===== config.mk =====
export PLATFORM = sky130hd
export DESIGN_NAME = dm_lsu
export DESIGN_NICKNAME = d
export VERILOG_FILES = /design/src/rtl/dm_lsu.sv
export SDC_FILE = /design/constraint.sdc
export NUM_CORES = 1
export LEC_CHECK = 0
export CORE_MARGIN = 4
export CORE_UTILIZATION = 25
export DETAILED_ROUTE_END_ITERATION = 8
export PLACE_DENSITY_LB_ADDON = 0.2
export SYNTH_ARGS = -nofsm -noshare
export SYNTH_HDL_FRONTEND = slang
export SYNTH_SLANG_ARGS = --single-unit

===== constraint.sdc =====
create_clock -name clk -period 2.43 [get_ports clk]
set_clock_uncertainty 0.2 [all_clocks]
set_input_delay 0.486 -clock clk [delete_from_list [all_inputs] [get_ports clk]]
set_output_delay 0.486 -clock clk [all_outputs]
set_load 0.01 [all_outputs]

===== src/rtl/dm_lsu.sv =====
// dm_lsu: MEM-stage load/store initiator; sub-word stores run as read-modify-write.
// Optional LSU_ADDR_EXC_EN: misalignment / out-of-range checks at accept with AdEL/AdES response.
module dm_lsu #(
  parameter int unsigned DM_WORDS = 3072
) (
  input  logic        clk,
  input  logic        reset,
  input  logic        i_req_valid,
  input  logic [2:0]  i_req_op,
  input  logic [31:0] i_req_addr,
  input  logic [31:0] i_req_wdata,
  input  logic [31:0] i_req_pc,
  output logic        o_busy,
  output logic        o_resp_valid,
  output logic [31:0] o_resp_rdata,
  output logic        o_exc,
  output logic [4:0]  o_exc_code,
  output logic [31:0] o_mem_addr,
  output logic [31:0] o_mem_wdata,
  output logic [3:0]  o_mem_we,
  output logic [31:0] o_mem_pc,
  input  logic [31:0] i_mem_rdata
);
  typedef enum logic [1:0] {IDLE, ACCESS, WRITE, RESP} state_t;
  state_t r_state, w_next;
  logic [2:0]  r_op;
  logic [31:0] r_addr, r_wdata, r_pc, r_data;
  logic        w_load, w_sw, w_sh, w_sb, w_exc, w_accept;
  logic [31:0] w_shr, w_load_data, w_mask, w_ins, w_merge;
  logic [15:0] w_half;
  logic [7:0]  w_byte;
  logic [3:0]  w_be;
  if (DM_WORDS == 0 || DM_WORDS > 32'h3FFF_FFFF) begin : g_bad_depth
    $error("dm_lsu: DM_WORDS must be 1 .. 2^30-1");
  end
  assign w_accept = r_state == IDLE && i_req_valid;
  assign w_load   = r_op < 3'd5;
  assign w_sw     = r_op == 3'd5;
  assign w_sh     = r_op == 3'd6;
  assign w_sb     = r_op == 3'd7;
  assign w_shr    = i_mem_rdata >> {r_addr[1:0], 3'b000};
  assign w_byte   = w_shr[7:0];
  assign w_half   = r_addr[1] ? i_mem_rdata[31:16] : i_mem_rdata[15:0];
  assign w_load_data = r_op == 3'd0 ? i_mem_rdata :
                       r_op == 3'd1 ? {{16{w_half[15]}}, w_half} :
                       r_op == 3'd2 ? {16'b0, w_half} :
                       r_op == 3'd3 ? {{24{w_byte[7]}}, w_byte} : {24'b0, w_byte};
  // merge: keep the old word outside the target lanes, replicate the store data inside them
  assign w_mask  = w_sb ? 32'hFF << {r_addr[1:0], 3'b000} : r_addr[1] ? 32'hFFFF_0000 : 32'h0000_FFFF;
  assign w_ins   = w_sb ? {4{r_wdata[7:0]}} : {2{r_wdata[15:0]}};
  assign w_merge = (i_mem_rdata & ~w_mask) | (w_ins & w_mask);
  assign w_be    = w_sb ? 4'b0001 << r_addr[1:0] : r_addr[1] ? 4'b1100 : 4'b0011;
`ifdef LSU_ADDR_EXC_EN
  localparam logic [31:0] BYTES = 32'(4 * DM_WORDS);
  logic       r_exc;
  logic [4:0] r_exc_code;
  assign w_exc = ((i_req_op == 3'd0 || i_req_op == 3'd5) && i_req_addr[1:0] != 2'b00) ||
                 ((i_req_op == 3'd1 || i_req_op == 3'd2 || i_req_op == 3'd6) && i_req_addr[0]) ||
                 i_req_addr >= BYTES;
  always_ff @(posedge clk) begin
    if (reset) begin
      r_exc      <= 1'b0;
      r_exc_code <= '0;
    end else if (w_accept) begin
      r_exc      <= w_exc;
      r_exc_code <= i_req_op >= 3'd5 ? 5'd5 : 5'd4;
    end
  end
  assign o_exc      = r_state == RESP && r_exc;
  assign o_exc_code = o_exc ? r_exc_code : 5'd0;
`else
  assign w_exc      = 1'b0;
  assign o_exc      = 1'b0;
  assign o_exc_code = 5'd0;
`endif
  always_ff @(posedge clk) r_state <= reset ? IDLE : w_next;
  always_comb begin
    w_next      = r_state;
    o_mem_we    = 4'b0000;
    o_mem_wdata = 32'h0;
    case (r_state)
      IDLE:   w_next = !i_req_valid ? IDLE : w_exc ? RESP : ACCESS;
      ACCESS: begin
        w_next      = (w_sb || w_sh) ? WRITE : RESP;
        o_mem_we    = w_sw ? 4'b1111 : 4'b0000;
        o_mem_wdata = w_sw ? r_wdata : 32'h0;
      end
      WRITE: begin
        w_next      = RESP;
        o_mem_we    = w_be;
        o_mem_wdata = r_data;
      end
      default: w_next = IDLE;
    endcase
  end
  always_ff @(posedge clk) begin
    if (reset) begin
      r_op    <= '0;
      r_addr  <= '0;
      r_wdata <= '0;
      r_pc    <= '0;
      r_data  <= '0;
    end else if (w_accept) begin
      r_op    <= i_req_op;
      r_addr  <= i_req_addr;
      r_wdata <= i_req_wdata;
      r_pc    <= i_req_pc;
      r_data  <= '0;
    end else if (r_state == ACCESS) begin
      r_data  <= w_load ? w_load_data : w_merge;
    end
  end
  assign o_busy       = r_state != IDLE;
  assign o_resp_valid = r_state == RESP;
  assign o_resp_rdata = (o_resp_valid && w_load) ? r_data : 32'h0;
  assign o_mem_addr   = o_busy ? {r_addr[31:2], 2'b00} : 32'h0;
  assign o_mem_pc     = o_busy ? r_pc : 32'h0;
endmodule

Yosys cells after proc, flatten, opt, wreduce, memory -nomap -nowiden
Index checks and enable logic that the tools add are counted.
- output and inout port bits: 140
- word-level logic and storage cells: 51
- register bits: 133
- input bits: 134
- shift-type cells: 3
- bitwise gates (word level): 4
- eq/ne operators: 9
- muxes and demuxes: 21
- order comparisons: 1
- reductions and logical operators: 7
- operators by type and width (cell ; number):
    32-bit two-way mux ; 12
    32-bit AND ; 2
    32-bit one-hot mux with 2 select lines ; 1
    32-bit inverter ; 1
    32-bit bitwise OR ; 1
    8-bit by 5-bit << shifter with 32-bit output, first input constant ; 1
    32-bit by 5-bit right shift with 8-bit output ; 1
    16-bit two-way mux ; 1
    4-bit two-way mux ; 3
    3-bit == test, second input constant ; 3
    4-bit one-hot mux with 2 select lines ; 1
    3-bit by 2-bit == test with 1-bit output, second input constant ; 2
    2-bit one-hot mux with 3 select lines ; 1
    2-bit == test, second input constant ; 2
    1-bit by 2-bit << shifter with 4-bit output, first input constant ; 1
    3-bit by 1-bit == test with 1-bit output, second input constant ; 1
    3-bit logical NOT ; 1
    3-bit < comparator, second input constant ; 1
    2-bit by 1-bit == test with 1-bit output, second input constant ; 1
    1-bit logical AND ; 2
    2-bit logical NOT ; 1
    1-bit two-way mux ; 2
    2-bit nonzero test ; 1
    2-bit OR reduction ; 1
    1-bit logical OR ; 1

Longest topological paths before layout
Gate-level depths: netlist of run 1.
- depth in word-level cells: 6
- mapped depth: 8
- depth with buffers taken out: 7

Least setup slack after synthesis of run 1
No wires, ideal clock.
- kind: reg2out
- from: register r_state[1]
- to: output port o_mem_wdata[17]
- data arrival time: 1660 ps
- required time: 1744 ps
- cell stages (with the launch flop): 9
- slack: 84 ps
- cells stage by stage: dfxtp_1 > inv_1 > ha_1 > clkbuf_1 > nand2_1 > nor3_2 > buf_2 > a22oi_1 > nor2b_1
- cells in the longest elaborated chain, start to end: 2
- elaborated cells between the ends (all ways): 3
- those cells by class: 2 x eq/ne; 1 x mux
- ends and longest elaborated chain (element ; line ; text):
    from (decl) ; 25 ; state_t r_state, w_next;
    from (signal assigned) ; 76 ; always_ff @(posedge clk) r_state <= reset ? IDLE : w_next;
    2-bit == test or 2-bit by 1-bit == test with 1-bit output (tied branches) ; 81 ; case (r_state)
    32-bit one-hot mux with 2 select lines * ; 81 ;
    to (decl) ; 19 ; output logic [31:0] o_mem_wdata,
Every way passes the cells marked *; elsewhere a longest branch is shown, timed or not.

Worst setup path in the final report of run 1
- from: register r_op[1]
- to: output port o_mem_wdata[8]
- cells in the longest elaborated chain, start to end: 3
- ends and longest elaborated chain (element ; line ; text):
    from (decl) ; 26 ; logic [2:0] r_op;
    from (signal assigned) ; 104 ; r_op <= i_req_op;
    3-bit == test ; 38 ; assign w_sw = r_op == 3'd5;
    32-bit two-way mux ; 86 ; o_mem_wdata = w_sw ? r_wdata : 32'h0;
    32-bit one-hot mux with 2 select lines ; 81 ;
Every way passes these cells.

==> summary.txt, run 1 <==
Outcome
  • Status: complete, but fails checks
  • Violated checks: setup timing

Timing
  • Tmin final: between 2 and 3 ns
  • Final setup vio count: 33
  • Peak Freq: 387 MHz
  • Pins Over Slew Limit: 0
  • RSZ-0062 raised after global routing: yes
  • Hold Violations, Final: 0
  • Final cycle utilization of the critical path: 1.06
  • PnR worst setup slack: -0.152 ns

Placed design
  • Detailed Place HPWL: 21100 um
  • Area of placed instances: about 10000 um2
  • Buffers on Ports: approximately 270
  • Gpl congestion: 0.873

Route
  • Routed Antenna Nets: 0
  • Via/cell ratio: between 4 and 5
  • DR iter-0 viols: ~390
  • Via Count: just under 8k
  • Final WL: 29800 um
  • Routed len/inst: roughly 18 um
  • Post-route DRC violation count: 0
  • Drt first pass iters: 5

Die
  • Die X-Extent: ~180 um
  • Ports: 274
  • Core area: 27900 um2
  • Die height: between 150 and 200 um
  • Row cnt: 61
  • Initial Util: 0.254
  • DIE AREA: 31100 um2

Worst setup path
  • Worst Path Buf+Inv: 6
  • CP dominant cell by count: buf_6
  • Worst stage delay on the critical path: 0.32 ns
  • Setup CP Type: flop to output pin
  • Slowest CP cell: dfxtp_2
  • Maximum fanout along the worst path: 8
  • Critical Path, Cell by Cell: buf_6, buf_6, nor3_4, buf_6, buf_6, buf_8, a22oi_2, nor2b_1, buf_2
  • Worst Path Arrival: between 1.5 and 2 ns
  • CP Capture Type: output pin
  • Worst Path Required: 1.74 ns
  • Startpoint Class: flop
  • Top delay family on crit path: buffers and inverters

Final layout
  • Final core area utilization: 0.398
  • Commonest non-fill, non-tap cell in the layout: nand2_1
  • Area Growth Syn to Fin: 56.6%
  • Final net count: 1367
  • Most frequent cells in the layout: nand2_1, a21oi_1, clkdlybuf4s50_1
  • Share of post-route cells with drive strength above 1: 0.262
  • Final instance area: roughly 11000 um2
  • FILL cells: approximately 2.9k
  • Antenna cells: 0
  • Seq. cell area: 2670 um2
  • Multi-input gate area: 4320 um2

GRT
  • Vias in the first global route: between 7k and 8k
  • Overflow after GRT: 0
  • Initial antenna violation count: 3
  • Largest net degree at the start of global routing: 88
  • GRT Util Overall: 0.185
  • First-pass GRT wire length: 45400 um

Logic synthesis
  • Main synth FF type: dfxtp_1
  • Synth cell types: 57
  • Asr flop ratio synth: 0
  • EDFF count, synth: 0
  • FF+latch count, synth: between 100 and 150
  • Mean Syn Cell Area: approximately 7.6 um2
  • Yosys Warn Count: 0
  • Leading area contributor after synthesis: dfxtp_1
  • Synth area leaders: dfxtp_1, nand2_1, a21oi_1
  • Mapped Cells: just over 900
  • Mapped cell area: between 7000 and 8000 um2
  • Post-synth top area share: 0.376
  • Seq/Total Area, Yosys: 0.376

Clock tree
  • Max Buffers Root-to-Sink: 2
  • Cts hold-fix bufs: 0
  • CTS HTree Levels: 4
  • Number of CTS-inserted buffers: 17
  • TritonCTS clock tree: built
  • Sink Count: between 100 and 150
  • Root Driver: clkbuf_16
  • CTS clock-pin slew for the worst setup and hold paths: ~0.06 ns
  • Worst skew pair latency: approximately 0.42 ns

Power and ir drop
  • VDD IR max: ~450 uV
  • Leak pwr: 4.65 nW
  • Power per standard cell area: ~910 nW/um2

Worst hold path
  • Type of the tightest min-delay check: input port to flop

Run
  • Max-capacitance violation count: 0
[area by class of cell]
| cell class | count | area share |
|---|---|---|
| clock buffers | 18 | 0.0387 |
| multi-input cells | 717 | 0.390 |
| well taps | 378 | 0.0427 |
| inverters | 5 | 0.00169 |
| flip-flops and latches | 133 | 0.241 |
| clock inverters | 14 | 0.0138 |
| repair buffers | 355 | 0.272 |
[report_power, final]
| group | internal [W] | leakage (nW) | total [W] | switching (W) |
|---|---|---|---|---|
| clock | 0.00152 | 0.273 | 0.00261 | 0.00109 |
| combinational | 0.00195 | 3.29 | 0.00442 | 0.00247 |
| sequential | 0.00265 | 1.09 | 0.00303 | 0.000377 |
[metrics by stage]
| step | cells | power (W) | worst slack, ns | hold WS (ns) | setup TNS (ns) |
|---|---|---|---|---|---|
| 2_1_floorplan | 938 | 0.00526 | 0.0843 | 0.232 | 0 |
| 3_3_place_gp | 1562 | 0.00735 | -0.118 | 0.237 | -1.25 |
| 3_5_place_dp | 1562 | 0.00736 | -0.123 | 0.242 | -2.14 |
| 4_1_cts | 1624 | 0.0101 | -0.241 | 0.198 | -7.31 |
| 5_1_grt | 1620 | 0.0107 | -0.216 | 0.213 | -6.63 |
| 6_report | 1620 | 0.0101 | -0.152 | 0.199 | -3.12 |
[flip-flops by register name (all words and copies together) (netlist names)]
signal and flops:
r_op 3, r_data 32, r_pc 32, r_wdata 32, r_addr 32, r_state 2
[cell usage after synthesis (9+ instances only)]
master      n
nand2_1   237
a21oi_1   135
dfxtp_1   133
nor2b_1    98
clkbuf_1   59
a22oi_1    32
and3_1     31
mux2i_1    26
o21ai_0    26
a221oi_1   15
buf_2      11
nor2_1     10
buf_4       9
nand3_1     9
[kinds of logic after synthesis]
kind of cell / synth area share
xor gates and xnor gates: 0.00124
AOI/OAI and AO/OA: 0.237
adders and majority gates: 0.00866
muxes: 0.0399
buffers and inverters: 0.0566
DFF: 0.376
other: 0.000530
and+or+nand+nor: 0.280
[final timing paths]
check	cells after the start	slack (ns)	from	end
max	9	-0.15	r_op[1]$_SDFFE_PP0P_	o_mem_wdata[8]
min	2	0.20	reset	r_op[2]$_SDFFE_PP0P_
max reg2reg	11	0.21	r_state[1]$_SDFF_PP0_	r_data[26]$_SDFFE_PP0P_
min reg2reg	2	0.25	r_pc[27]$_SDFFE_PP0P_	r_pc[27]$_SDFFE_PP0P_
[repair_timing]
action / CTS / global route
endpoints found under the hold margin: 0 / 0
setup buffers: 24 / 8
setup endpoints to repair: 132 / 70
pin swaps: 7 / 11
gates resized for setup: 602 / 35
gates cloned: 6 / 1
[metal layers]
layer  wire length [um]  vias up  track usage  share of wire
li1                   -     3790            -              -
met1              12500     3633        0.227           0.42
met2              14000      284        0.308           0.47
met3               2480       50       0.0576          0.083
met4                805        6       0.0650          0.027
met5                 54        -            0         0.0018
Note: power is estimated with default switching activity, not from simulation.
==> inputs of run 2 (changes only) <==
==> constraint.sdc (replaced) <==
create_clock -name clk -period 3.2 [get_ports clk]
set_clock_uncertainty 0.2 [all_clocks]
set_input_delay 0.64 -clock clk [delete_from_list [all_inputs] [get_ports clk]]
set_output_delay 0.64 -clock clk [all_outputs]
set_load 0.01 [all_outputs]
==> run 2 against run 1 <==
Compared with the run above:
- the run now ends clean
- first-iteration DRC count fell by 3.1%
- sequential cell count did not move
- global-route usage is 0.83 points lower
- wire length fell by 4.0%
- hold slack better by 0.048 ns
- count of clock-buffer cells in the layout rose by 1
- critical path depth decreased by 1
- sequential share of layout area is 0.47 points higher
- die area did not move
- critical path type unchanged
==> summary.txt, run 2 (synthesized netlist as in run 1, its figures left out) <==
Outcome
  • Status: completed

Worst setup path
  • Maximum fanout along the worst path: 7 (-1)
  • Setup CP Type: flop to output pin
  • Startpoint Class: flop
  • CP Capture Type: output pin
  • RR Endpoint: r_data[30]$_SDFFE_PP0P_
  • Reg2Reg Depth: 6 (-5)
  • RR Startpoint: r_addr[1]$_SDFFE_PP0P_
  • Worst Path Required: 2.36 ns (+0.62 ns)
  • Worst Path Arrival: 2.28 ns (+0.38 ns)
  • Worst reg-to-reg setup slack: 0.76 ns (+0.55 ns)

Route
  • Via Count: 7496 (-3.4%)
  • DR iter-0 viols: 373 (-3.1%)
  • Post-route DRC violation count: 0 (unchanged)
  • Final WL: 28700 um (-4.0%)
  • Routed len/inst: 18.3 um (-0.44%)
  • Routed Antenna Nets: 0 (unchanged)
  • Via/cell ratio: 4.80 (+0.15%)
  • Drt first pass iters: 5 (unchanged)

Final layout
  • Area Growth Syn to Fin: 53.1%
  • Most frequent cells in the layout: nand2_1, clkdlybuf4s50_1, a21oi_1
  • Final net count: 1308 (-4.3%)
  • Final instance area: 10800 um2 (-2.2%)
  • Seq. cell area: 2660 um2 (-0.28%)
  • Multi-input gate area: 4070 um2 (-5.9%)
  • Commonest non-fill, non-tap cell in the layout: nand2_1
  • Final core area utilization: 0.389 (-0.00876)
  • Share of post-route cells with drive strength above 1: 0.0778 (-0.185)
  • FILL cells: 2929 (+1.5%)

GRT
  • Met2 Use GR: 0.281 (-0.0274)
  • Met1 GRT Util: 0.226 (-0.00118)
  • Overflow after GRT: 0 (unchanged)
  • M3 GR Usage: 0.0600 (+0.00236)
  • Largest net degree at the start of global routing: 73 (-17%)
  • Gr busiest metal: met2
  • First-pass GRT wire length: 43300 um (-4.8%)
  • GRT Util Overall: 0.177 (-0.00833)
  • Initial antenna violation count: 3 (unchanged)
  • Vias in the first global route: 7336 (-7.1%)

Die
  • Core area: 27900 um2 (unchanged)
  • Row cnt: 61 (unchanged)
  • Ports: 274 (unchanged)
  • Initial Util: 0.254 (unchanged)
  • Die height: 176 um (unchanged)
  • DIE AREA: 31100 um2 (unchanged)
  • Die X-Extent: 176 um (unchanged)

Timing
  • Max-slew headroom: 0.443
  • Pins Over Slew Limit: 0 (unchanged)
  • Slew @ Worst Pin: 0.836 ns
  • Final setup vio count: 0 (-100%)
  • Setup TNS: 0 ns (+3.12 ns)
  • PnR worst setup slack: 0.0827 ns (+0.235 ns)
  • RSZ-0062 raised after global routing: yes
  • Hold Violations, Final: 0 (unchanged)
  • Final cycle utilization of the critical path: 0.974
  • Peak Freq: around 320 MHz
  • Tmin final: between 3 and 4 ns

Worst hold path
  • Hold Path Sink: r_addr[9]$_SDFFE_PP0P_
  • Worst hold start: r_addr[9]$_SDFFE_PP0P_
  • Type of the tightest min-delay check: flop to flop
  • Worst hold stages: 2 (unchanged)

Clock tree
  • Number of CTS-inserted buffers: 17 (unchanged)
  • Cts hold-fix bufs: 0 (unchanged)
  • CTS HTree Levels: 4 (unchanged)
  • Worst skew pair latency: 0.42 ns (about the same)
  • Max Buffers Root-to-Sink: 2 (unchanged)
  • TritonCTS clock tree: built
  • CTS clock-pin slew for the worst setup and hold paths: 0.07 ns (about the same)
  • Sink Count: 133 (unchanged)
  • Root Driver: clkbuf_16

Run
  • Max-capacitance violation count: 0 (unchanged)

Power and ir drop
  • VDD IR max: 305 uV (-33%)
  • Leak pwr: 4.55 nW (-2.1%)
  • Power per standard cell area: 675 nW/um2 (-26%)

Placed design
  • Gpl congestion: 0.871 (-0.22%)
  • Area of placed instances: 10100 um2 (-3.1%)
  • Place WS: 0.372 ns (+0.494 ns)
  • Buffers on Ports: 265 (unchanged)
  • Detailed Place HPWL: 20600 um (-2.2%)
==> run 2: cell count changes in the layout (fill, tap and decap cells not counted), sizes merged <==
cell	previous run	this run
inv	8	9
clkdlybuf4s50	132	234
buf	219	32
clkinvlp	4	2
dlymetal6s2s	0	29
clkinv	5	4
dlygate4sd2	3	1
bufinv	2	3
diode	0	1
==> run 2: metal layers <==
metal | vias up | wire, um
li1 | 3672 | -
met1 | 3498 | 12400
met2 | 279 | 13000
met3 | 43 | 2560
met4 | 4 | 637
met5 | - | 25
==> run 2: area by class of cell <==
class | instances | area share
flip-flops and latches | 133 | 0.246
clock inverters | 13 | 0.0158
inverters | 5 | 0.00173
well taps | 378 | 0.0436
clock buffers | 19 | 0.0409
multi-input cells | 717 | 0.375
repair buffers | 296 | 0.277
diodes | 1 | 0.000231
==> run 2: power breakdown <==
group	leakage, nW	internal, W	total [W]	switching (W)
sequential	1.09	0.00201	0.00230	0.000290
combinational	3.17	0.00122	0.00291	0.00169
clock	0.295	0.00126	0.00211	0.000847
total	4.55	0.00449	0.00731	0.00282
==> run 2: how the worst max path moves through the flow <==
| stage | from | endpoint | slack (ns) | cells after the start |
|---|---|---|---|---|
| 6_report | r_state[1]$_SDFF_PP0_ | o_mem_wdata[2] | 0.08 | 8 |
| 5_1_grt | r_state[1]$_SDFF_PP0_ | o_mem_we[2] | -0.06 | 5 |
| 4_1_cts | r_state[1]$_SDFF_PP0_ | o_mem_wdata[8] | 0.03 | 8 |
| 3_5_place_dp | r_state[1]$_SDFF_PP0_ | o_mem_wdata[15] | 0.37 | 8 |
| 3_3_place_gp | r_state[1]$_SDFF_PP0_ | o_mem_wdata[15] | 0.42 | 8 |
| 2_1_floorplan | r_state[1]$_SDFF_PP0_ | o_mem_wdata[17] | 0.70 | 8 |
==> run 2: metrics by stage <==
stage          std cells  total power, W  hold slack (ns)
6_report            1562         0.00731            0.247
5_1_grt             1561         0.00778            0.264
4_1_cts             1559         0.00743            0.250
3_5_place_dp        1527         0.00528            0.242
3_3_place_gp        1527         0.00527            0.237
2_1_floorplan        938         0.00399            0.232
==> run 2: worst max-delay path: stages, from the launching register on <==
cell             delay, ns
dfxtp_1               0.33
inv_1                 0.08
ha_1                  0.17
nand2_1               0.11
nor3_4                0.19
buf_4                 0.19
a22oi_1               0.08
nor2b_1               0.15
clkdlybuf4s50_1       0.55
==> run 2: repair_timing <==
item / in CTS / in global routing
buffers inserted: 0 / 2
resized for setup: 1 / 30
setup endpoints to repair: 1 / 33
endpoints found under the hold margin: 0 / 0
==> inputs of run 3 (changes only) <==
--- a/config.mk
+++ b/config.mk
@@ -8,6 +8,7 @@
 export CORE_MARGIN = 4
 export CORE_UTILIZATION = 25
 export DETAILED_ROUTE_END_ITERATION = 8
+export MAX_ROUTING_LAYER = met4
 export PLACE_DENSITY_LB_ADDON = 0.2
 export SYNTH_ARGS = -nofsm -noshare
 export SYNTH_HDL_FRONTEND = slang
==> run 3 against run 2 <==
Compared with the run above:
- hold slack better by 0.00076 ns
- global-route usage grew 0.52 points
- final cell count increased by 0.19%
- cell area about the same
- largest power group unchanged
- highest routed layer is now met4
==> summary.txt, run 3 (synthesized netlist as in run 1, its figures left out) <==
Worst setup path
  • Worst Path Required: 2.36 ns (about the same)
  • CP Capture Type: output pin
  • Worst Path Buf+Inv: 3 (unchanged)
  • Top delay family on crit path: buffers and inverters
  • Setup CP Type: flop to output pin
  • Startpoint Class: flop
  • Worst stage delay on the critical path: 0.55 ns (about the same)
  • Slowest CP cell: clkdlybuf4s50_1
  • Worst Path Arrival: 2.28 ns (about the same)
  • Critical Path, Cell by Cell: inv_1, ha_1, nand2_1, nor3_4, buf_4, a22oi_1, nor2b_1, clkdlybuf4s50_1
  • Maximum fanout along the worst path: 7 (unchanged)

Final layout
  • Final core area utilization: 0.390 (about the same)
  • Most frequent cells in the layout: nand2_1, clkdlybuf4s50_1, a21oi_1
  • Commonest non-fill, non-tap cell in the layout: nand2_1
  • Final instance area: 10900 um2 (about the same)
  • Multi-input gate area: 4070 um2 (unchanged)
  • FILL cells: 2929 (unchanged)
  • Area Growth Syn to Fin: 53.3% (about the same)
  • Share of post-route cells with drive strength above 1: 0.0778 (unchanged)
  • Final net count: 1308 (unchanged)
  • Seq. cell area: 2660 um2 (unchanged)

Timing
  • Hold Violations, Final: 0 (unchanged)
  • Final setup vio count: 0 (unchanged)
  • Max-slew headroom: 0.440 (-0.00259)
  • Tmin final: 3.12 ns (-0.00166 ns)
  • Pins Over Slew Limit: 0 (unchanged)
  • RSZ-0062 raised after global routing: yes
  • Slew @ Worst Pin: 0.840 ns (+0.00388 ns)
  • Setup TNS: 0 ns (unchanged)
  • Peak Freq: 321 MHz (about the same)
  • Final cycle utilization of the critical path: 0.974 (about the same)

Placed design
  • Area of placed instances: 10100 um2 (unchanged)
  • Gpl congestion: 0.886 (+1.6%)
  • Detailed Place HPWL: 20600 um (unchanged)
  • Buffers on Ports: 265 (unchanged)

Power and ir drop
  • Power per standard cell area: 675 nW/um2 (about the same)
  • VDD IR max: 301 uV (-1.4%)
  • Leak pwr: 4.57 nW (+0.41%)

Die
  • Ports: 274 (unchanged)
  • Die X-Extent: 176 um (unchanged)
  • Row cnt: 61 (unchanged)
  • Core area: 27900 um2 (unchanged)
  • Initial Util: 0.254 (unchanged)
  • Die height: 176 um (unchanged)
  • DIE AREA: 31100 um2 (unchanged)

Route
  • Via/cell ratio: 4.79 (about the same)
  • Post-route DRC violation count: 0 (unchanged)
  • DR iter-0 viols: 370 (-0.80%)
  • Routed len/inst: 18.3 um (-0.16%)
  • WL met2: 12900 um (-0.71%)
  • Routed Antenna Nets: 0 (unchanged)
  • Met3 WL: 2500 um (-2.5%)
  • M1 WL: 12700 um (+1.7%)
  • Highest metal used: met4
  • Final WL: 28700 um (about the same)
  • Via Count: 7503 (+0.093%)
  • Drt first pass iters: 4 (-1)

GRT
  • GRT Util Overall: 0.182 (+0.00522)
  • Vias in the first global route: 7348 (+0.16%)
  • Overflow after GRT: 0 (unchanged)
  • Largest net degree at the start of global routing: 73 (unchanged)
  • Initial antenna violation count: 4 (+1)
  • First-pass GRT wire length: 43100 um (-0.29%)

Outcome
  • Status: completed

Run
  • Max-capacitance violation count: 0 (unchanged)

Clock tree
  • CTS HTree Levels: 4 (unchanged)
  • Sink Count: 133 (unchanged)
  • Root Driver: clkbuf_16
  • Cts hold-fix bufs: 0 (unchanged)
  • Number of CTS-inserted buffers: 17 (unchanged)
  • CTS clock-pin slew for the worst setup and hold paths: 0.07 ns (about the same)
  • Worst skew pair latency: 0.42 ns (about the same)
  • Max Buffers Root-to-Sink: 2 (unchanged)
  • TritonCTS clock tree: built

Worst hold path
  • Type of the tightest min-delay check: flop to flop
-- run 3: cell count changes in the layout (fill, tap and decap cells not counted) --
cell and delta:
clkdlybuf4s50_1 -1, dlymetal6s2s_1 +1, diode_2 +3
-- run 3: per-layer routing --
metal / up-vias / global-route usage
li1: 3678 / -
met1: 3513 / 0.227
met2: 274 / 0.280
met3: 38 / 0.0595
met4: 0 / 0.0601
met5: - / -
-- run 3: final cells by class --
cell class / count / share of cell area
Inverter: 5 / 0.00173
Antenna cell: 4 / 0.000922
Tap cell: 378 / 0.0436
Multi-Input combinational cell: 717 / 0.375
Clock inverter: 13 / 0.0158
Timing Repair Buffer: 296 / 0.277
Clock buffer: 19 / 0.0408
Sequential cell: 133 / 0.245
-- run 3: final timing paths --
path | from | to | slack [ns] | cells after the start
max | r_state[1]$_SDFF_PP0_ | o_mem_wdata[2] | 0.08 | 8
min reg2reg | r_pc[25]$_SDFFE_PP0P_ | r_pc[25]$_SDFFE_PP0P_ | 0.25 | 2
max reg2reg | r_addr[1]$_SDFFE_PP0P_ | r_data[30]$_SDFFE_PP0P_ | 0.75 | 6
min | r_pc[25]$_SDFFE_PP0P_ | r_pc[25]$_SDFFE_PP0P_ | 0.25 | 2
-- run 3: what timing repair did --
item / 4_1_cts / 5_1_grt
setup endpoints to repair: 1 / 33
buffers inserted: 0 / 2
gates resized for setup: 1 / 31
-- run 3: tightest hold or removal path, delay by kind of cell, from the launching register on --
kind / cells / cell delay [ns]
flops: 1 / 0.30
compound gates: 1 / 0.05
simple gates: 1 / 0.05
-- run 3: power breakdown --
group          leakage (nW)  switching, W  internal, W  total [W]
Combinational          3.19       0.00169      0.00122    0.00291
Clock                 0.295      0.000852      0.00126    0.00211
Sequential             1.09      0.000293      0.00201    0.00230
-- run 3: through the flow --
step / setup slack (ns) / total power (W) / hold slack, ns / std cells
after floorplan: 0.700 / 0.00399 / 0.232 / 938
after global placement: 0.417 / 0.00527 / 0.237 / 1527
after detailed placement: 0.372 / 0.00528 / 0.242 / 1527
after CTS: 0.0256 / 0.00743 / 0.250 / 1559
after global routing: -0.0587 / 0.00778 / 0.264 / 1565
final: 0.0843 / 0.00733 / 0.248 / 1565
